### src/rtl/apu_mixer_if.sv
// apu_mixer_if: channel inputs and mixed/DAC outputs of the APU mixer.
// The master side (voice generators) drives the per-channel sample, gain and
// mute vectors. The slave side (the mixer) returns the mix sample, its strobe
// and the 1-bit audio output.
interface apu_mixer_if #(
    parameter int CHANNELS  = 4,
    parameter int WIDTH     = 4,
    parameter int OUT_WIDTH = 8
);
    logic [CHANNELS*WIDTH-1:0] chan_data;
    logic [CHANNELS*2-1:0]     chan_gain;
    logic [CHANNELS-1:0]       chan_mute;
    logic [OUT_WIDTH-1:0]      mix_data;
    logic                      sample_valid;
    logic                      pwm;

    modport master (
        output chan_data, chan_gain, chan_mute,
        input  mix_data, sample_valid, pwm
    );

    modport slave (
        input  chan_data, chan_gain, chan_mute,
        output mix_data, sample_valid, pwm
    );
endinterface

### src/rtl/apu_mixer.sv
// apu_mixer: time-multiplexed saturating audio mixer with a 1-bit DAC stage.
// One channel is added per clock; the completed frame is clamped to
// OUT_WIDTH bits and presented on mix_data with a one-cycle sample_valid.
// The DAC is a period-aligned PWM by default. Defining the macro
// APU_MIXER_SIGMA_DELTA_EN replaces it with a first-order sigma-delta stage.
module apu_mixer #(
    parameter int CHANNELS  = 4,
    parameter int WIDTH     = 4,
    parameter int OUT_WIDTH = 8
) (
    input  logic        clk,
    input  logic        reset,
    apu_mixer_if.slave  bus
);
    localparam int IDX_W  = (CHANNELS > 1) ? $clog2(CHANNELS) : 1;
    localparam int TERM_W = WIDTH + 3;
    localparam int ACC_W  = WIDTH + 3 + $clog2(CHANNELS);
    localparam int CMP_W  = ((ACC_W > OUT_WIDTH) ? ACC_W : OUT_WIDTH) + 1;

    logic [IDX_W-1:0]     idx;
    logic [ACC_W-1:0]     acc;
    logic [TERM_W-1:0]    term;
    logic [ACC_W-1:0]     sum_next;
    logic [CMP_W-1:0]     sum_ext;
    logic [CMP_W-1:0]     max_ext;
    logic [CMP_W-1:0]     sat_ext;
    logic [OUT_WIDTH-1:0] mix_next;
    logic [OUT_WIDTH-1:0] mix_data;
    logic                 sample_valid;
    logic                 pwm;
    logic                 last_slot;

    assign last_slot = (idx == IDX_W'(CHANNELS - 1));

    // Pick out the active slot's sample and apply its mute and gain shift.
    always_comb begin
        term = '0;
        for (int i = 0; i < CHANNELS; i++) begin
            if (idx == IDX_W'(i)) begin
                if (!bus.chan_mute[i]) begin
                    term = TERM_W'(bus.chan_data[i*WIDTH +: WIDTH]) << bus.chan_gain[2*i +: 2];
                end
            end
        end
    end

    // Running frame sum (slot 0 restarts it) and the clamp to full scale.
    always_comb begin
        sum_next = (idx == '0) ? ACC_W'(term) : (acc + ACC_W'(term));
        sum_ext  = CMP_W'(sum_next);
        max_ext  = CMP_W'({OUT_WIDTH{1'b1}});
        sat_ext  = (sum_ext > max_ext) ? max_ext : sum_ext;
        mix_next = sat_ext[OUT_WIDTH-1:0];
    end

    // Slot counter, accumulator and the registered mix sample with its strobe.
    always_ff @(posedge clk or posedge reset) begin
        if (reset) begin
            idx          <= '0;
            acc          <= '0;
            mix_data     <= '0;
            sample_valid <= 1'b0;
        end else begin
            acc <= sum_next;
            if (last_slot) begin
                idx          <= '0;
                mix_data     <= mix_next;
                sample_valid <= 1'b1;
            end else begin
                idx          <= idx + 1'b1;
                sample_valid <= 1'b0;
            end
        end
    end

`ifdef APU_MIXER_SIGMA_DELTA_EN
    logic [OUT_WIDTH-1:0] sd_acc;
    logic [OUT_WIDTH:0]   sd_sum;

    assign sd_sum = {1'b0, sd_acc} + {1'b0, mix_data};

    // First-order sigma-delta: the accumulator carry is the output pulse.
    always_ff @(posedge clk or posedge reset) begin
        if (reset) begin
            sd_acc <= '0;
            pwm    <= 1'b0;
        end else begin
            sd_acc <= sd_sum[OUT_WIDTH-1:0];
            pwm    <= sd_sum[OUT_WIDTH];
        end
    end
`else
    logic [OUT_WIDTH-1:0] pwm_cnt;
    logic [OUT_WIDTH-1:0] pwm_level;

    // PWM with the level latched only at the period end so pulses never glitch.
    always_ff @(posedge clk or posedge reset) begin
        if (reset) begin
            pwm_cnt   <= '0;
            pwm_level <= '0;
            pwm       <= 1'b0;
        end else begin
            pwm_cnt <= pwm_cnt + 1'b1;
            if (pwm_cnt == {OUT_WIDTH{1'b1}}) begin
                pwm_level <= mix_data;
            end
            pwm <= (pwm_cnt < pwm_level);
        end
    end
`endif

    assign bus.mix_data     = mix_data;
    assign bus.sample_valid = sample_valid;
    assign bus.pwm          = pwm;
endmodule

### src/flat_wrapper.sv
// flat-port wrapper written by rule: the top's interface ports become plain ports
module apu_mixer_flat 
#(
    parameter int CHANNELS  = 4,
    parameter int WIDTH     = 4,
    parameter int OUT_WIDTH = 8
)
  (clk, reset, bus_chan_data, bus_chan_gain, bus_chan_mute, bus_mix_data, bus_sample_valid, bus_pwm);
  apu_mixer_if #(.CHANNELS(CHANNELS), .WIDTH(WIDTH), .OUT_WIDTH(OUT_WIDTH)) bus_i ();
  input  logic clk;
  input  logic reset;
  input wire logic [$bits(bus_i.chan_data)-1:0] bus_chan_data;
  input wire logic [$bits(bus_i.chan_gain)-1:0] bus_chan_gain;
  input wire logic [$bits(bus_i.chan_mute)-1:0] bus_chan_mute;
  output wire logic [$bits(bus_i.mix_data)-1:0] bus_mix_data;
  output wire logic [$bits(bus_i.sample_valid)-1:0] bus_sample_valid;
  output wire logic [$bits(bus_i.pwm)-1:0] bus_pwm;
  assign bus_i.chan_data = bus_chan_data;
  assign bus_i.chan_gain = bus_chan_gain;
  assign bus_i.chan_mute = bus_chan_mute;
  assign bus_mix_data = bus_i.mix_data;
  assign bus_sample_valid = bus_i.sample_valid;
  assign bus_pwm = bus_i.pwm;
  apu_mixer #(.CHANNELS(CHANNELS), .WIDTH(WIDTH), .OUT_WIDTH(OUT_WIDTH)) u_core (.clk(clk), .reset(reset), .bus(bus_i));
endmodule
### config.mk
export PLATFORM = sky130hd
export DESIGN_NAME = apu_mixer_flat
export DESIGN_NICKNAME = d
export VERILOG_FILES = /design/src/rtl/apu_mixer_if.sv /design/src/rtl/apu_mixer.sv /design/src/flat_wrapper.sv
export SDC_FILE = /design/constraint.sdc
export NUM_CORES = 1
export LEC_CHECK = 0
export ABC_AREA = 1
export CORE_UTILIZATION = 49
export CTS_CLUSTER_DIAMETER = 30
export DETAILED_ROUTE_END_ITERATION = 7
export PLACE_DENSITY_LB_ADDON = 0.15
export SYNTH_ARGS = -nofsm -noshare
export SYNTH_HDL_FRONTEND = slang
export SYNTH_SLANG_ARGS = --single-unit
### constraint.sdc
create_clock -name clk -period 2.9 [get_ports clk]
set_input_delay 0.435 -clock clk [delete_from_list [all_inputs] [get_ports clk]]
set_output_delay 0.435 -clock clk [all_outputs]
set_load 0.01 [all_outputs]
==> impl_results.md, run 1 <==
* Kind of capture point of the worst setup path: flip-flop
* Number of different library cells in the post-synthesis netlist at 33
* Clock Sink Count at 37
* Final antenna diode count at 0
* Synthesized area per cell at between 7 and 8 um2
* Global-route wire length before repair at a little under 10 mm
* Slew Viols, Final at 0
* Maximum vdd drop at 0.0005169 V
* Endpoint required time on the critical path at 3.06 ns
* Max stage delay cell, worst path: dfrtp_1
* Final routed DRC violation total at 0
* Rel. slew slack at 69.78%
* Slew at the pin with the worst max-slew slack at 0.4533 ns
* Fraction of final layout cells sized beyond drive strength 1 at 18.40%
* Post-route met1 wirelength at 3.028 mm
* Antenna violations before repair at 0
* Combined global-route utilization of all metal layers at 22.45%
* Signed area change from the synthesized netlist to the final layout at 34.80%
* Leading cell type in the layout, fill and taps excluded: nand2_1
* Synthesized area at ~0.0026 mm2
* Clock tree from TritonCTS: built
* Clock latency reported for the late side of the worst-skew pair at around 0.28 ns
* Critical path class: reg2reg
* Via count at ~2600
* Pwr/cell area at 373.5 mW/mm2
* Die outline area at 0.005690 mm2
* Most frequent cells in the layout: nand2_1, inv_1, clkdlybuf4s50_1, buf_4, dfrtp_1
* Average wire per standard cell at roughly 12 um
* Final hold slack at 0.4910 ns
* Clock root buffer master: clkbuf_8
* Cts bufs inserted at 5
* Layout Skew at 0.007391 ns
* Cell count after synthesis at 372
* Total core area at 0.005140 mm2
* Outcome: finished, final reports clean
* Cell row count at 26
* Part of the Yosys area used for sequential elements at 35.04%
* Upper clock frequency limit at 355.7 MHz
* Total length of routed wires at 6.271 mm
* Antenna-violating nets left at 0
* Chip height at roughly 75 um
* Sequential cell area in the final layout at 927.1 um2
* Warnings, synthesis at 0
* Final setup violation count at 0
* Filler-free cell count of the finished design at 521
* Final nets at 501
* Worst hold path type: reg2reg
* Setup_tns at 0 ns
* Gp weighted congestion at 0.8653
* Port buffer count at 39
* H-tree depth at 2
* Crit path time final at approximately 2.8 ns
* Hold violation count in the final report at 0
* Count of boundary I/O pins at 40
* Met2 wire length at 2.924 mm
* Max FO, Critical Path at 5
* Post-Syn Nets at 422
* Arrival time at the worst endpoint at 2.98 ns
* Number of global-route vias before repair at between 2000 and 2500
* Max Cap Viol at 0
* Violation count after the first detailed-route iteration at 133
* Total global routing overflow at 0
* Placed Cells at 505
* Via density at 4.992
* LEAKAGE at between 1.5 and 2 nW
* Final-layout fill cell count at 454
* Top Layer Used: met4
* Clock Tree Buf Depth at 2
* Effective utilization at floorplan at 51.41%
* Combined area of the multi-input logic cells at 0.001588 mm2
* Worst stage delay on the critical path at 0.39 ns
* Detail Route met3 WL at 267 um
* Post-synthesis sequential element count at 37
* Clock transition time at the flip-flop clock pins of the worst setup and hold paths at ~0.070 ns
* Pin count of the biggest net entering global routing at 38
* Worst path cell trace: inv_2 -> ha_4 -> inv_2 -> nor2_4 -> nand4_1 -> nand3_2 -> nand2_2 -> o21ai_2 -> ha_2 -> inv_1 -> fa_2 -> inv_2 -> nand3_1 -> nand2_1 -> nand4_1 -> nand2_1 -> nand2_2 -> nand3_4 -> nand2_1 -> nand2_1 -> o21ai_0
* First-pass detailed-route iteration total at 4
* Critical Path Start Type: flip-flop
* Ratio of final minimum period to clock period at 96.93%
* HPWL after DPL at 4.690 mm
* Most frequent cell on the critical path: nand2_1
* Die width at 75.44 um
[per-stage QoR]
stage                     worst slack (ns)  area, um2  utilization, %  power, mW
after CTS                          0.02941       3387           65.90      1.323
after floorplan                     0.1900       2643               -     0.7615
final                              0.08901       3562           69.30      1.330
after global routing              -0.06797       3562           69.30      1.400
after global placement            -0.09990       3298           64.17     0.9606
after detailed placement           -0.1582       3298           64.17     0.9624
[area by class of cell]
class	count	area share, %
Multi-Input combinational cell	277	44.57
Timing Repair Buffer	76	18.76
Clock buffer	7	2.424
Tap cell	70	2.459
Inverter	54	5.760
Sequential cell	37	26.03
[cells in the mapped netlist]
master / n / share of area, %
a21oi_1: 24 / 4.5
a31oi_1: 1 / 0.24
buf_2: 3 / 0.57
buf_6: 1 / 0.43
clkbuf_8: 1 / 0.52
clkinv_1: 1 / 0.14
dfrtp_1: 37 / 35
fa_1: 1 / 0.76
ha_1: 19 / 9.0
inv_1: 52 / 7.4
inv_2: 1 / 0.14
mux2_2: 1 / 0.43
nand2_1: 122 / 17
nand2_2: 3 / 0.71
nand2_4: 1 / 0.43
nand3_1: 38 / 7.2
nand3_2: 3 / 1.1
nand3b_1: 2 / 0.57
nand4_1: 5 / 1.2
nor2_1: 24 / 3.4
nor2_2: 1 / 0.24
nor2_8: 1 / 0.76
nor3_1: 1 / 0.19
nor3b_2: 1 / 0.47
o211ai_1: 1 / 0.28
o21a_1: 2 / 0.57
o21ai_0: 9 / 1.7
o21ai_1: 3 / 0.57
o22a_2: 1 / 0.38
or2_1: 1 / 0.24
or2_2: 2 / 0.47
xnor2_1: 2 / 0.66
xor2_1: 7 / 2.3
[repair_timing]
| action | in CTS | in global routing |
|---|---|---|
| endpoints found under the setup margin | 6 | 13 |
| cloned | 0 | 1 |
| pin swaps | 0 | 15 |
| resized for setup | 1 | 31 |
| hold buffers | 0 | 0 |
| buffers inserted | 0 | 8 |
[logic make-up (layout without fill, tap and decap cells)]
| logic type | Yosys count | in the layout | synth area share (%) |
|---|---|---|---|
| and+or+nand+nor | 205 | 206 | 34.33 |
| buffers and inverters | 59 | 137 | 9.185 |
| AOI/OAI and AO/OA | 41 | 41 | 8.286 |
| DFF | 37 | 37 | 35.04 |
| adders and majority gates | 20 | 20 | 9.754 |
| xor gates and xnor gates | 9 | 9 | 2.983 |
| muxes | 1 | 1 | 0.4261 |
[registers in the layout, summed over array words and instances, names as in the netlist]
signal                   flops
u_core.bus.mix_data          8
u_core.pwm_level             8
u_core.idx                   2
u_core.bus.pwm               1
u_core.bus.sample_valid      1
u_core.acc                   9
u_core.pwm_cnt               8
[where the power goes]
part           switching [mW]  leakage, nW  total [mW]  internal [mW]
clock network           0.171       0.0443       0.360          0.189
registers              0.0445        0.478       0.609          0.564
logic                   0.170         1.42       0.361          0.191
[per-layer routing]
layer	up-vias	GRT usage (%)
met5	-	0
met4	0	2.881
met3	7	4.101
met2	62	36.71
met1	1195	32.15
li1	1337	-
[critical path, delay by kind of cell (launching register included)]
family / cells / cell delay (ns)
AND/OR/NAND/NOR: 12 / 1.20
buffers and inverters: 4 / 0.25
flip-flops: 1 / 0.39
AO/OA/AOI/OAI: 2 / 0.13
adder cells (fa/ha/maj): 3 / 0.72
[path summary, 6_finish.rpt]
| check | startpoint | to | slack, ns | depth (start not counted) |
|---|---|---|---|---|
| setup / recovery | u_core.idx[1] | u_core.bus.mix_data[7] | 0.09 | 21 |
| hold / removal | u_core.pwm_cnt[0] | u_core.pwm_cnt[0] | 0.49 | 1 |
| setup reg to reg | u_core.idx[1] | u_core.bus.mix_data[7] | 0.09 | 21 |
| hold reg to reg | u_core.pwm_cnt[0] | u_core.pwm_cnt[0] | 0.49 | 1 |
| max in group asynchronous | reset | u_core.idx[0] | 2.01 | 3 |
| min in group asynchronous | reset | u_core.acc[5] | 0.55 | 3 |
Note: power is estimated with default switching activity, not from simulation.
==> run 2, diff against run 1 <==
ABC_AREA = 0   (was 1)
CTS_CLUSTER_DIAMETER = 100   (was 30)
==> run 2 against run 1 <==
Net effect:
- the run now ends with setup timing left
- critical path depth shrank 6
- utilization up 7.4 points
- clock-buffer cell count stayed put
- non-clock buffer count up 26
- largest power group unchanged
- register-to-register slack worse by 0.48 ns
- global-route usage up 1.9 points
==> impl_results.md, run 2 <==
* Cell area reported after detailed placement at 0.003334 mm2
* Worst Reg-to-Reg Cells at 15
* Cts-stage hold buffer count at 0
* Combined global-route utilization of all metal layers at around a quarter
* Top-area cell type share of the netlist area at a little under two fifths
* Part of the Yosys area used for sequential elements at 37.43%
* Final setup violation count at 14
* Number of different library cells in the post-synthesis netlist at 52
* Cell with the most instances after synthesis: dfrtp_1
* Final routed DRC violation total at 0
* Clock transition time at the flip-flop clock pins of the worst setup and hold paths at 0.07 ns
* Internal power of the cells at 1.034 mW
* Cts bufs inserted at 5
* RSZ-0062 raised after global routing: yes
* Largest delay share family, worst path: simple AND/OR/NAND/NOR gates
* Post-synthesis sequential element count at 37
* Layout Skew at 0.008943 ns
* Arrival time at the worst endpoint at approximately 3.5 ns
* Register-to-register setup slack at -0.39 ns
* Most used DFF post-synth: dfrtp_1
* Final nets at between 400 and 500
* Final-layout fill cell count at ~330
* Via count at 2290
* Endpoint required time on the critical path at 3.06 ns
* Warnings, synthesis at 0
* Top cells by count, synth: dfrtp_1, ha_1, inv_1, nand2_1
* Dpl ws at -0.7940 ns
* LEAKAGE at 1.655 nW
* Signed area change from the synthesized netlist to the final layout at 48.36%
* HPWL after DPL at 4.650 mm
* Number of global-route vias before repair at 2250
* Placed Cells at 412
* Port buffer count at 39
* Die outline area at 0.005336 mm2
* Clock tree from TritonCTS: built
* Ratio of final minimum period to clock period at 113.3%
* Worst path cell trace: clkdlybuf4s50_1 -> nor2b_4 -> or3_4 -> or3_4 -> a31oi_4 -> ha_4 -> inv_2 -> fa_2 -> nor2b_2 -> o31a_1 -> o211ai_2 -> xor2_2 -> o21ai_2 -> buf_4 -> o22a_1
* Setup WS post-layout at -0.3868 ns
* Most frequent cells in the layout: buf_4, clkdlybuf4s50_1, dfrtp_1, nand2_1
* Count of buffer and inverter cells on the critical path at 3
* Outcome: complete, but fails checks
* Via density at 5.350
* Total global routing overflow at 0
* Clock root buffer master: clkbuf_8
* Hold violation count in the final report at 0
* Fraction of power consumed by sequential logic at a little over two fifths
* Total length of routed wires at approximately 6.2 mm
* Synthesized area per cell at 9.477 um2
* Worst stage delay on the critical path at 0.52 ns
* Post-synth EDFFs at 0
* Leading cell type in the layout, fill and taps excluded: buf_4
* Flip-flop count of the largest register after layout at 9
* Filler-free cell count of the finished design at 428
* Clock latency reported for the late side of the worst-skew pair at 0.28 ns
* Sequential cell area in the final layout at 925.9 um2
* Slew Viols, Final at 0
* H-tree depth at 2
* Fraction of final layout cells sized beyond drive strength 1 at about a third
* Post-Syn Nets at 311
* Antenna-violating nets left at 0
* Clock Tree Buf Depth at 2
* Most frequent cell on the critical path: or3_4
* Start of the worst register-to-register path: u_core.idx[0]
* Cell count after synthesis at 261
* Upper clock frequency limit at 304.2 MHz
* Register with the most flip-flops: u_core.acc
* Max Cap Viol at 0
* Critical path class: in2reg
* Maximum vdd drop at 0.0003926 V
* Antenna violations before repair at 0
* Final antenna diode count at 0
* Violation count after the first detailed-route iteration at 121
* Fraction of the core area covered by cells at the end of the flow at between 70% and 80%
* Relative contribution of combinational cells to total power at between 20% and 30%
* Global-route wire length before repair at roughly 10 mm
* Combined area of the multi-input logic cells at roughly 0.0016 mm2
* Violations in the final reports: setup timing
* Max FO, Critical Path at 4
* Post-route standard cell area excluding fillers at 0.003670 mm2
* Post-synthesis cell type with the largest combined area: dfrtp_1
* Gp weighted congestion at 0.8724
* Chip height at about 73 um
* Cell row count at 25
* Pwr/cell area at roughly 380 mW/mm2
* Leading post-synthesis cells by cell area: dfrtp_1, ha_1, mux2_2
* Clock share of power at a little over a quarter
* Max stage delay cell, worst path: clkdlybuf4s50_1
* Total core area at 0.004786 mm2
* Power dissipated by switching net loads at 0.3733 mW
* Average wire per standard cell at 14.57 um
* Die width at between 70 and 80 um
* Pin count of the biggest net entering global routing at 38
* Critical path depth in cells at 15
* Rel. slew slack at 69.07%
* Met2 usage in global routing at 38.58%
* Proportion of register bits with asynchronous set or reset after synthesis at 100.0%
* Slew at the pin with the worst max-slew slack at 0.4639 ns
* Switching share of power at between 20% and 30%
* Kind of capture point of the worst setup path: flip-flop
* Synthesized area at 0.002474 mm2
* Count of boundary I/O pins at 40
* Crit path time final at around 3.3 ns
* First-pass detailed-route iteration total at 4
* Met1 GRT Util at around 34%
* Clock Sink Count at 37
* Critical Path Start Type: primary input
* End of the worst register-to-register path: u_core.bus.mix_data[5]
* Critical path destination: u_core.bus.mix_data[5]
* Worst hold start: u_core.pwm_cnt[7]
* Worst hold path type: reg2reg
* Busiest layer in global routing: met2
* Met3 track utilization from global routing at 4.144%
* Worst setup path startpoint: bus_chan_mute[1]
* Effective utilization at floorplan at 51.69%
## run 2: worst min-delay path by stage
stage,endpoint,slack [ns],depth (start not counted)
4_1_cts,u_core.pwm_cnt[7],0.50,1
5_1_grt,u_core.pwm_cnt[4],0.52,1
2_1_floorplan,u_core.idx[0],0.45,1
6_report,u_core.pwm_cnt[7],0.51,1
3_3_place_gp,u_core.pwm_cnt[4],0.48,1
3_5_place_dp,u_core.pwm_cnt[7],0.49,1
## run 2: timing repair
| item | in CTS | in global routing |
|---|---|---|
| gates resized for setup | 14 | 22 |
| setup endpoints to repair | 15 | 15 |
| setup buffers | 3 | 7 |
| pin swaps | 12 | 2 |
## run 2: kinds of logic (layout without fill, tap and decap cells)
logic type,after synthesis,count (layout),share of synthesized area [%]
adder cells (fa/ha/maj),20,20,10.42
multiplexers,19,19,8.346
AO/OA/AOI/OAI,65,65,17.91
XOR/XNOR,11,11,3.895
AND/OR/NAND/NOR,79,79,16.95
buffers and inverters,30,130,5.058
flip-flops,37,37,37.43
## run 2: per-stage QoR
step,hold WS [ns],TNS [ns],power (mW)
CTS,0.5042,-3.452,1.392
detailed placement,0.4938,-8.827,0.9955
global placement,0.4838,-7.884,0.9901
floorplan,0.4504,-4.693,0.7798
global route,0.5248,-5.446,1.485
finish,0.5055,-3.442,1.407
## run 2: worst reg2reg max path: stages, from the launching register on
cell,delay (ns)
dfrtp_1,0.42
ha_2,0.20
nor2b_4,0.12
or3_4,0.33
or3_4,0.35
a31oi_4,0.18
ha_4,0.17
inv_2,0.04
fa_2,0.34
nor2b_2,0.13
o31a_1,0.17
o211ai_2,0.10
xor2_2,0.21
o21ai_2,0.11
buf_4,0.15
o22a_1,0.15
## run 2: per-layer routing
metal / vias to the layer above / wire length [um] / share of wire [%]
li1: 1129 / - / -
met1: 1111 / 2902 / 47
met2: 46 / 3060 / 49
met3: 4 / 248 / 4.0
met4: 0 / 22 / 0.35
met5: - / 0 / 0
## run 2: area by class of cell
type / count / area share (%)
multi-input combinational: 194 / 43.71
sequential: 37 / 25.23
timing repair buffer: 102 / 23.83
clock buffer: 7 / 2.625
tap: 67 / 2.284
inverter: 20 / 2.182
clock inverter: 1 / 0.1364
## run 2: power by group through the flow
stage	clock network [mW]	registers (mW)	logic (mW)
after floorplan	0	0.631	0.149
after global placement	0	0.620	0.370
after detailed placement	0	0.620	0.375
after CTS	0.394	0.612	0.387
after global routing	0.422	0.620	0.444
final	0.386	0.612	0.409
==> run 3, diff against run 2 <==
CORE_UTILIZATION = 57   (was 49)
DONT_BUFFER_PORTS = 1   (was unset)
==> run 3 against run 2 <==
Net effect:
- via count is 10% lower
- largest cell class unchanged
- critical path depth increased by 1
- utilization shrank 2.4 points
- the run still ends with setup timing left
- register-to-register slack got worse by 0.10 ns
- clock-buffer cell count decreased by 1
- clock skew fell by 0.0029 ns
==> impl_results.md, run 3 (synthesized netlist as in run 2, its figures left out) <==
* Outcome: complete, but fails checks
* Violations in the final reports: setup timing
* Setup WS post-layout at -0.4876 ns
* Die width at 67.88 um
* Met2 usage in global routing at 40.84%
* Cell row count at 23
* Critical Path Start Type: flip-flop
* Final hold slack at 0.1339 ns
* Clock transition time at the flip-flop clock pins of the worst setup and hold paths at 0.07 ns
* RSZ-0062 raised after global routing: yes
* Flip-flop count of the largest register after layout at 9
* End of the worst register-to-register path: u_core.bus.mix_data[5]
* Chip height at 67.88 um
* Arrival time at the worst endpoint at between 3 and 4 ns
* Hold violation count in the final report at 0
* Total design power at 1.186 mW
* Clock Tree Buf Depth at 2
* Antenna-violating nets left at 0
* Signed area change from the synthesized netlist to the final layout at 22.76%
* Count of buffer and inverter cells on the critical path at 3
* Upper clock frequency limit at around 300 MHz
* Final antenna diode count at 0
* Layout Skew at 0.006078 ns
* First-pass detailed-route iteration total at 4
* Clock Sink Count at 37
* Pwr/cell area at 390.5 mW/mm2
* Fraction of the core area covered by cells at the end of the flow at 74.31%
* Clock latency reported for the late side of the worst-skew pair at between 0.2 and 0.3 ns
* Average wire per standard cell at 15.82 um
* Critical path class: reg2reg
* Antenna violations before repair at 0
* H-tree depth at 2
* HPWL after DPL at 4.170 mm
* Cts-stage hold buffer count at 0
* Worst Reg-to-Reg Cells at 16
* Final nets at 350
* Port buffer count at 0
* Register with the most flip-flops: u_core.acc
* Critical path depth in cells at 16
* Final routed DRC violation total at 0
* Largest delay share family, worst path: simple AND/OR/NAND/NOR gates
* Setup_tns at -4.797 ns
* Busiest layer in global routing: met2
* Combined global-route utilization of all metal layers at between 20% and 30%
* Most frequent cells in the layout: buf_4, dfrtp_1, nand2_1, o21ai_0, ha_1
* Maximum vdd drop at approximately 0.00043 V
* Ratio of final minimum period to clock period at 116.8%
* Total global routing overflow at 0
* Final setup violation count at 14
* Pin count of the biggest net entering global routing at 38
* Count of boundary I/O pins at 40
* Slew at the pin with the worst max-slew slack at 0.4668 ns
* Worst path cell trace: inv_2 -> ha_2 -> nor2b_4 -> or3_4 -> or3_4 -> a31oi_4 -> ha_4 -> inv_2 -> fa_2 -> nor2b_4 -> o31a_1 -> o211ai_2 -> xor2_2 -> o21ai_2 -> buf_4 -> o22a_1
* Slew Viols, Final at 0
* Leading cell type in the layout, fill and taps excluded: buf_4
* Via density at 5.858
* Max stage delay cell, worst path: dfrtp_1
* Total core area at 0.004086 mm2
* Effective utilization at floorplan at between 60% and 70%
* Worst hold path type: in2async
* Gp weighted congestion at around 0.9
* Register-to-register setup slack at -0.49 ns
* Max Cap Viol at 0
* Met1 GRT Util at 36.60%
* Via count at 2056
* Violation count after the first detailed-route iteration at 108
* Global-route wire length before repair at 8.825 mm
* Max FO, Critical Path at 4
* Clock tree from TritonCTS: built
* Fraction of final layout cells sized beyond drive strength 1 at a little under a third
* LEAKAGE at 1.389 nW
* Clock root buffer master: clkbuf_8
* Cts bufs inserted at 5
* Rel. slew slack at 68.88%
* Die outline area at 0.004607 mm2
* Met3 track utilization from global routing at 5.500%
* Total length of routed wires at between 5 and 6 mm
* Kind of capture point of the worst setup path: flip-flop
* Endpoint required time on the critical path at 3.08 ns
* Crit path time final at 3.388 ns
* Worst stage delay on the critical path at between 0.3 and 0.4 ns
* Number of global-route vias before repair at 1972
* Start of the worst register-to-register path: u_core.idx[1]
-- run 3: cell types whose count changed in the layout (fill, tap and decap cells not counted), sizes merged --
cell / delta
clkdlybuf4s50: -39
clkbuf: -1
buf: -21
clkinv: +1
-- run 3: per-stage QoR --
step	instances	setup WS, ns	cell area [um2]
3_5_place_dp	337	-0.6148	2780
4_1_cts	348	-0.4316	2947
6_report	351	-0.4876	3037
5_1_grt	351	-0.6440	3037
3_3_place_gp	337	-0.5151	2780
2_1_floorplan	261	-0.5900	2492
-- run 3: layer usage --
layer | vias up | part of all wire [%]
met5 | - | 0
met4 | 0 | 1.0
met3 | 6 | 5.0
met2 | 53 | 47
met1 | 982 | 47
li1 | 1015 | -
-- run 3: how the worst max path moves through the flow --
stage / startpoint / to / slack [ns]
6_report: u_core.idx[1] / u_core.bus.mix_data[5] / -0.49
5_1_grt: u_core.idx[0] / u_core.bus.mix_data[6] / -0.64
4_1_cts: u_core.idx[0] / u_core.bus.mix_data[5] / -0.43
3_5_place_dp: u_core.idx[0] / u_core.bus.mix_data[1] / -0.61
3_3_place_gp: u_core.idx[0] / u_core.bus.mix_data[4] / -0.52
2_1_floorplan: u_core.idx[0] / u_core.bus.mix_data[1] / -0.59
-- run 3: final cells by class --
type                            count  area (um2)
Timing Repair Buffer               42       319.1
Inverter                           20       80.08
Sequential cell                    37       925.9
Tap cell                           50       62.56
Clock inverter                      2       10.01
Clock buffer                        6       72.57
Multi-Input combinational cell    194        1567
Fill cell                         299        1050
-- run 3: power by group --
group	internal, mW	total, mW	switching [mW]	leakage, nW
clock network	0.166	0.342	0.176	0.0450
registers	0.567	0.637	0.0696	0.478
logic	0.119	0.207	0.0884	0.866
total	0.852	1.19	0.334	1.39
-- run 3: worst register-to-register path, stage by stage (launching register included) --
cell	delay (ns)
dfrtp_1	0.36
inv_2	0.06
ha_2	0.19
nor2b_4	0.13
or3_4	0.33
or3_4	0.34
a31oi_4	0.20
ha_4	0.16
inv_2	0.03
fa_2	0.36
nor2b_4	0.14
o31a_1	0.18
o211ai_2	0.10
xor2_2	0.25
o21ai_2	0.13
buf_4	0.16
o22a_1	0.15
-- run 3: timing repair --
| action | CTS | global route |
|---|---|---|
| pin swaps | 13 | 4 |
| gates resized for setup | 18 | 11 |
| endpoints found under the setup margin | 15 | 16 |
| setup buffers | 3 | 4 |
| cloned | 0 | 0 |
| hold endpoints to repair | 0 | 0 |
